**config.mk**
```make
export PLATFORM = sky130hd
export DESIGN_NAME = mux_rr_arbiter
export DESIGN_NICKNAME = d
export VERILOG_FILES = /design/src/rtl/mux_rr_arbiter_pkg.sv /design/src/rtl/mux_rr_arbiter_mux2.sv /design/src/rtl/mux_rr_arbiter.sv
export SDC_FILE = /design/constraint.sdc
export NUM_CORES = 1
export LEC_CHECK = 0
export CAP_MARGIN = 5
export CELL_PAD_IN_SITES_DETAIL_PLACEMENT = 1
export CELL_PAD_IN_SITES_GLOBAL_PLACEMENT = 2
export CORE_MARGIN = 2
export CORE_UTILIZATION = 19
export DETAILED_ROUTE_END_ITERATION = 7
export GPL_ROUTABILITY_DRIVEN = 0
export PLACE_DENSITY = 0.84
export SYNTH_ARGS = -nofsm -noshare
export SYNTH_HDL_FRONTEND = slang
export SYNTH_SLANG_ARGS = --single-unit
export TNS_END_PERCENT = 50
```
**constraint.sdc**
```tcl
create_clock -name clk -period 3.3 [get_ports clk]
set_clock_uncertainty 0.2 [all_clocks]
set_input_delay 0.33 -clock clk [delete_from_list [all_inputs] [get_ports clk]]
set_output_delay 0.33 -clock clk [all_outputs]
set_load 0.02 [all_outputs]
```
**src/rtl/mux_rr_arbiter_pkg.sv**
```systemverilog
// Shared constants and pointer arithmetic for the four-way round-robin mux arbiter.
package mux_rr_arbiter_pkg;

    localparam int NUM_REQ = 4;
    localparam int SEL_W   = 2;

    typedef logic [SEL_W-1:0] sel_t;

    // Priority pointer advances past the last winner; 3 wraps to 0 through the 2-bit width.
    function automatic sel_t ptr_inc(input sel_t p);
        return p + sel_t'(1);
    endfunction

endpackage

```
**src/rtl/mux_rr_arbiter_mux2.sv**
```systemverilog
// Team 4:1 payload multiplexer, selected by a 2-bit index.
module MUX2 #(
    parameter int WIDTH = 32
) (
    input  logic [WIDTH-1:0] d0_i,
    input  logic [WIDTH-1:0] d1_i,
    input  logic [WIDTH-1:0] d2_i,
    input  logic [WIDTH-1:0] d3_i,
    input  logic [1:0]       sel_i,
    output logic [WIDTH-1:0] y_o
);

    always_comb begin
        y_o = d0_i;
        case (sel_i)
            2'd0:    y_o = d0_i;
            2'd1:    y_o = d1_i;
            2'd2:    y_o = d2_i;
            2'd3:    y_o = d3_i;
            default: y_o = d0_i;
        endcase
    end

endmodule

```
**src/rtl/mux_rr_arbiter.sv**
```systemverilog
// Four-requester round-robin arbiter feeding a single registered output slot.
// Handshake: a requester transfers when its req_ready bit is high (it need not wait for
// ready); the output transfers when out_valid && out_ready are both high on a rising edge.
module mux_rr_arbiter
    import mux_rr_arbiter_pkg::*;
#(
    parameter int WIDTH = 32
) (
    input  logic                 clk,
    input  logic                 rstn,
    input  logic [NUM_REQ-1:0]   req_valid,
    input  logic [WIDTH-1:0]     req_data0,
    input  logic [WIDTH-1:0]     req_data1,
    input  logic [WIDTH-1:0]     req_data2,
    input  logic [WIDTH-1:0]     req_data3,
    output logic [NUM_REQ-1:0]   req_ready,
    output logic                 out_valid,
    output logic [WIDTH-1:0]     out_data,
    output logic [SEL_W-1:0]     out_sel,
    input  logic                 out_ready
);

    logic             out_valid_q, out_valid_d;
    logic [WIDTH-1:0] out_data_q,  out_data_d;
    sel_t             out_sel_q,   out_sel_d;
    sel_t             ptr_q,       ptr_d;

    logic             load;
    logic             found;
    sel_t             winner;
    sel_t             idx;
    logic [WIDTH-1:0] mux_data;

    assign load = !out_valid_q || out_ready;

    // Search starts at the pointer and wraps naturally through the 2-bit index.
    always_comb begin
        found  = 1'b0;
        winner = '0;
        idx    = '0;
        for (int k = 0; k < NUM_REQ; k++) begin
            idx = ptr_q + sel_t'(k);
            if (!found && req_valid[idx]) begin
                found  = 1'b1;
                winner = idx;
            end
        end
    end

    // Held low during reset even though the empty register would otherwise offer a load.
    always_comb begin
        req_ready = '0;
        if (rstn && load && found) begin
            req_ready[winner] = 1'b1;
        end
    end

    MUX2 #(
        .WIDTH(WIDTH)
    ) u_mux (
        .d0_i (req_data0),
        .d1_i (req_data1),
        .d2_i (req_data2),
        .d3_i (req_data3),
        .sel_i(winner),
        .y_o  (mux_data)
    );

    always_comb begin
        out_valid_d = out_valid_q;
        out_data_d  = out_data_q;
        out_sel_d   = out_sel_q;
        ptr_d       = ptr_q;
        if (load) begin
            if (found) begin
                out_valid_d = 1'b1;
                out_data_d  = mux_data;
                out_sel_d   = winner;
                ptr_d       = ptr_inc(winner);
            end else begin
                out_valid_d = 1'b0;
            end
        end
    end

    always_ff @(posedge clk or negedge rstn) begin
        if (!rstn) begin
            out_valid_q <= 1'b0;
            out_data_q  <= '0;
            out_sel_q   <= '0;
            ptr_q       <= '0;
        end else begin
            out_valid_q <= out_valid_d;
            out_data_q  <= out_data_d;
            out_sel_q   <= out_sel_d;
            ptr_q       <= ptr_d;
        end
    end

    assign out_valid = out_valid_q;
    assign out_data  = out_data_q;
    assign out_sel   = out_sel_q;

endmodule
```
Word-level counts from Yosys, hierarchy flattened
Index checks and enable logic that the tools add are counted.
Cells by class
  add/subtract/negate cells: 4
  reductions and logical operators: 13
  order comparisons: 6
  muxes and demuxes: 21
  equal/unequal tests: 3
Operators by type and width (count)
  $pmux W32 S4: 1
  $lt A2 B3 Y1 const B: 5
  $mux W1: 10
  $bmux W1 S2: 4
  $mux W2: 4
  $logic_and A1 B1 Y1: 6
  $add A2 B1 Y2 const B: 2
  $add A2 B2 Y2 const B: 2
  $eq A2 B2 Y1 const B: 2
  $logic_not A1 Y1: 4
  $mux W4: 1
  $demux W1 S2: 1
  $eq A2 B1 Y1 const B: 1
  $ge A2 B1 Y1 const B: 1
  $logic_not A2 Y1: 1
  $reduce_and A2 Y1: 1
  $logic_or A1 B1 Y1: 1
Word-level totals
  flip-flop bits (word level): 37
  logic and storage cells: 51
  bits of input ports: 135
  output and inout port bits: 39

Logic depth before layout (Yosys ltp)
  word-level depth: 17
  mapped depth: 9
  mapped depth without buffers: 7

Modules after synthesis
Synthesis repeated with hierarchy kept, for this count alone.
Second synthesis, totals
  cell total of the unflattened synthesis: 149
  area, all modules: 2409.8 um^2
By module, submodules not included
  mux_rr_arbiter: times used 1, area each 1595.3 um^2, cells each 110, seq. area each 925.9 um^2
  MUX2: times used 1, area each 814.5 um^2, cells each 39, seq. area each 0.0 um^2

Worst setup path before layout
OpenSTA, ideal clock, no wires.
  path type: reg2reg
  start: register ptr_q[1]
  end: register out_data_q[12], in the netlist out_data[12]
  setup time: 125 ps
  slack: 410 ps
  data required time: 2975 ps
  stages on the path, launching flop included: 10
  path buffers: 2
  period minus slack after synthesis: 2890 ps
  arrival: 2566 ps
  path through: dfrtp_1 mux2i_1 and2_2 or4_2 ha_1 clkbuf_1 clkbuf_1 a222oi_1 mux2i_1 mux2_2
Between the ends
  cells in the longest elaborated chain, start to end: 14
  elaborated cells on any way between the ends: 31
  classes of those cells: 3 x add/sub; 3 x eq/ne; 17 x mux; 8 x reduce/logical
Ends and longest elaborated chain
  start: declaration: line mux_rr_arbiter.sv:26  | sel_t ptr_q, ptr_d;
  start signal: assignment: line mux_rr_arbiter.sv:96  | ptr_q <= ptr_d;
  branches (longest 14 deep; another with $add A2 B1 Y2)
  end signal: assignment: line mux_rr_arbiter.sv:94  | out_data_q <= out_data_d;
  end: declaration: line mux_rr_arbiter.sv:24  | logic [WIDTH-1:0] out_data_q, out_data_d;
Parallel ways; which one is timed is not known. The select of a mux whose other input is x is not followed.
A chain may end at the register's enable or synchronous reset.

Final worst setup path
  start: input port req_valid[1]
  end: output port req_ready[1]
Between the ends
  cells in the longest elaborated chain, start to end: 17
  elaborated cells on any way between the ends: 29
  classes of those cells: 2 x order compare; 19 x mux; 8 x reduce/logical
Ends and longest elaborated chain
  start: declaration: line mux_rr_arbiter.sv:11  | input logic [NUM_REQ-1:0] req_valid,
  $bmux W1 S2: line mux_rr_arbiter.sv:43  | if (!found && req_valid[idx]) begin
  $mux W1 (implied by the code): line mux_rr_arbiter.sv:43
  $mux W1: line mux_rr_arbiter.sv:43
  $logic_not A1 Y1: line mux_rr_arbiter.sv:43
  $logic_and A1 B1 Y1: line mux_rr_arbiter.sv:43
  $mux W1: line mux_rr_arbiter.sv:43
  $logic_not A1 Y1: line mux_rr_arbiter.sv:43
  $logic_and A1 B1 Y1: line mux_rr_arbiter.sv:43
  (+2 left out)
  $logic_and A1 B1 Y1: line mux_rr_arbiter.sv:43
  $mux W2 *: line mux_rr_arbiter.sv:43
  net u_mux.sel_i[0]: line mux_rr_arbiter_mux2.sv:9  | input logic [1:0] sel_i,
  $lt A2 B3 Y1 (implied by the code) or $ge A2 B1 Y1 (tied branches): line mux_rr_arbiter.sv:54  | req_ready[winner] = 1'b1;
  $logic_and A1 B1 Y1 (implied by the code): line mux_rr_arbiter.sv:54
  $mux W1 (implied by the code): line mux_rr_arbiter.sv:54
  $demux W1 S2 *: line mux_rr_arbiter.sv:54
  $mux W4 *: line mux_rr_arbiter.sv:53  | if (rstn && load && found) begin
  end: declaration: line mux_rr_arbiter.sv:16  | output logic [NUM_REQ-1:0] req_ready,
Mark *: on every way through the listed nets, which the timed path passes. The rest lies on a longest branch. The select of a mux whose other input is x is not followed.

==> metrics.md <==
| Metric | Value |
|---|---|
| Clk pin slew, worst setup/hold paths | `60 ps` |
| Routed Antenna Nets | `0` |
| Worst path bufs/invs | `3` |
| Mean post-synth cell area | `11.1 µm²` |
| Slew margin rel. | `72.5%` |
| Share of layout cells above drive strength 1 | `16.8%` |
| Compound-Gate Fraction of Synth Area | `15.8%` |
| Critical path type | `input pin to output port` |
| Leading area contributor after synthesis | `dfrtp_1` |
| Synthesized Nets | `361` |
| Num CTS Buffers | `5` |
| Worst VDD drop | `0.000237 V` |
| Initial Util | `19.4%` |
| Synth top area cells | `dfrtp_1 (38%), mux2_2 (15%), mux2i_1 (13%)` |
| Seq/Total Area, Yosys | `37.8%` |
| Row count | `41` |
| Clock Path Buffers | `2` |
| Total GRT Usage | `14.4%` |
| Critical path fanouts, max | `3` |
| Core Area | `12600 µm²` |
| Largest delay share family, worst path | `buffers and inverters` |
| Die Wd | `118 µm` |
| Synth async-reset ratio | `100%` |
| Antenna violations before repair | `0` |
| Clock Sinks | `37` |
| Vias/cell | `4.59` |
| Crit. End Element | `output port` |
| TritonCTS clock tree | `built` |
| Placed Cells | `564` |
| Via total after detailed routing | `2623` |
| Number of unique standard cell types used by synthesis | `35` |
| Synth warn | `0` |
| CP Data Required Time | `2770 ps` |
| Initial DRC Count | `149` |
| Nets | `540` |
| TritonRoute pass-1 iters | `5` |
| Largest family of logic cells by synthesized area | `multiplexers` |
| Crit path launch type | `input pin` |
| Synth Area in Simple Gates | `5.62%` |
| Yosys reg bits | `37` |
| Setup tns final | `0 ps` |
| Crit-path cells | `clkdlybuf4s50_1 -> nand2b_1 -> a21oi_1 -> buf_4 -> nor4_1 -> ha_1 -> and3_2 -> clkdlybuf4s50_1` |
| Post-Syn Area | `2450 µm²` |
| Root Buffer | `clkbuf_16` |
| Max-cap violations | `0` |
| Worst setup margin | `120 ps` |
| HPWL after DPL | `7.70 mm` |
| Grt total ovfl | `0` |
| Most used cell, CP | `clkdlybuf4s50_1` |
| Top-area cell type share of the netlist area | `37.8%` |
| Status | `finished clean` |
| PortBufs | `173` |
| Number of fillers in the final layout | `1420` |
| Routed length per instance | `17.6 µm` |
| Slew @ Worst Pin | `412 ps` |
| DRC | `0` |
| Synth Area in Adders | `2.55%` |
| Synth Area in XOR/XNOR | `0%` |
| Worst min-delay path category | `flop to flop` |
| Dpl ws | `-110 ps` |
| Primary FF master, synth | `dfrtp_1` |
| Clock latency on the worst-skew pair | `270 ps` |
| Post-synth EDFFs | `0` |
| First-pass GRT wire length | `16.0 mm` |
| Crit share post-route | `96.3%` |
| Vias in the first global route | `2931` |
| CP max stage delay | `630 ps` |
| Routed wire length | `10.1 mm` |
| Final Non-Filler Cells | `572` |
| ANT cells | `0` |
| Min Hold Slack | `304 ps` |
| Top-count cell post-synth | `dfrtp_1` |
| Die area | `13800 µm²` |
| Layout area overhead | `86.9%` |
| RSZ-0062 raised after global routing | `yes` |
| Most instantiated cells after synthesis | `dfrtp_1 (37), inv_1 (34), mux2_2 (33), mux2i_1 (33), a222oi_1 (32)` |
| Leakage | `1.97 nW` |
| Mux cell area share after synthesis | `28.7%` |
| Fin crit period | `3180 ps` |
| Number of post-CTS setup repair buffers | `0` |
| # setup viols final | `0` |
| CP arrival | `2650 ps` |
| Syn Inst Count | `221` |
| Largest net degree at the start of global routing | `33` |
| I/O pins | `174` |
| Fmax | `315 MHz` |
| Pwr Density | `686 nW/µm²` |
| Final Hold Viols | `0` |
| Slew Limit Fails | `0` |
| CTS H-tree depth | `2` |
| Slowest CP cell | `clkdlybuf4s50_1` |
| Die height | `118 µm` |
## worst reg2reg max path, delay by kind of cell, from the launching register on
kind / cells / cell delay (ps)
DFF: 1 / 460
muxes: 3 / 560
buffers and inverters: 1 / 210
adders and majority gates: 1 / 240
and+or+nand+nor: 2 / 870
AOI/OAI and AO/OA: 1 / 380
## cells in the final DEF (no fill, tap or decap), drive strengths merged
master         synthesis  routed
a21o                   1       1
a21oi                  1       1
a222oi                32      32
and2                   1       1
and2b                  1       1
and3                   4       4
buf                    4      18
clkbuf                14       7
clkdlybuf4s50          0     170
dfrtp                 37      37
dlygate4sd3            0       1
dlymetal6s2s           0       2
ha                     5       5
inv                   34      34
mux2                  33      33
mux2i                 33      33
nand2                  1       1
nand2b                 1       1
nand4b                 1       1
nor2                   1       1
nor3                   1       1
nor3b                  1       1
nor4                   2       2
o21ai                  3       3
o22ai                  1       1
o31a                   1       1
o31ai                  2       2
o41ai                  1       1
or2                    1       1
or2b                   1       1
or3                    1       1
or4                    1       1
## final cells by class
class / instances / area (µm²) / area share [%]
repair buffers: 191 / 1870 / 40.8
multi-input cells: 131 / 1300 / 28.3
flip-flops and latches: 37 / 926 / 20.2
well taps: 172 / 215 / 4.70
clock buffers: 7 / 143 / 3.12
inverters: 34 / 128 / 2.79
## where the power goes
part           internal (W)  switching, W
Clock              0.000297      0.000181
Sequential         0.000663      0.000119
Combinational      0.000988      0.000893
## worst paths after layout
kind                                   start      endpoint  slack (ps)  depth (start not counted)
worst max register to register      ptr_q[1]  out_data[13]         260                          8
min in group asynchronous               rstn   out_data[3]         340                          2
worst min-delay path            out_data[18]  out_data[18]         300                          1
worst max-delay path            req_valid[1]  req_ready[1]         120                          8
worst min register to register  out_data[18]  out_data[18]         300                          1
max in group asynchronous               rstn  out_data[13]        1830                          3
## metrics by stage
stage | total power [W] | util (%) | area, µm²
floorplan | 0.00183 | - | 2450
finish | 0.00314 | 36.3 | 4580
CTS | 0.00321 | 36.2 | 4570
global route | 0.00334 | 36.3 | 4580
global placement | 0.00266 | 35.0 | 4420
detailed placement | 0.00271 | 35.0 | 4420
## per-layer routing
metal	vias up	routed length (µm)	GRT usage, %
met5	-	0	0
met4	0	97	2.41
met3	8	722	4.12
met2	125	5180	27.3
met1	1290	4090	16.2
li1	1200	-	-
## state kept, by name, summed over array words and instances, names as in the netlist
register / count
out_data: 32
out_sel: 2
ptr_q: 2
out_valid: 1
## kinds of logic (layout without fill, tap and decap cells)
family	count (synthesis)	count (layout)
compound gates	42	42
fa+ha+maj	5	5
buf+inv	53	232
flops	37	37
mux	66	66
simple gates	18	18
## timing repair
action / CTS / global route
hold endpoints to repair: 10 / 0
endpoints found under the setup margin: 0 / 3
hold buffers: 1 / 0
resized for setup: 0 / 2
Note: power is estimated with default switching activity, not from simulation.
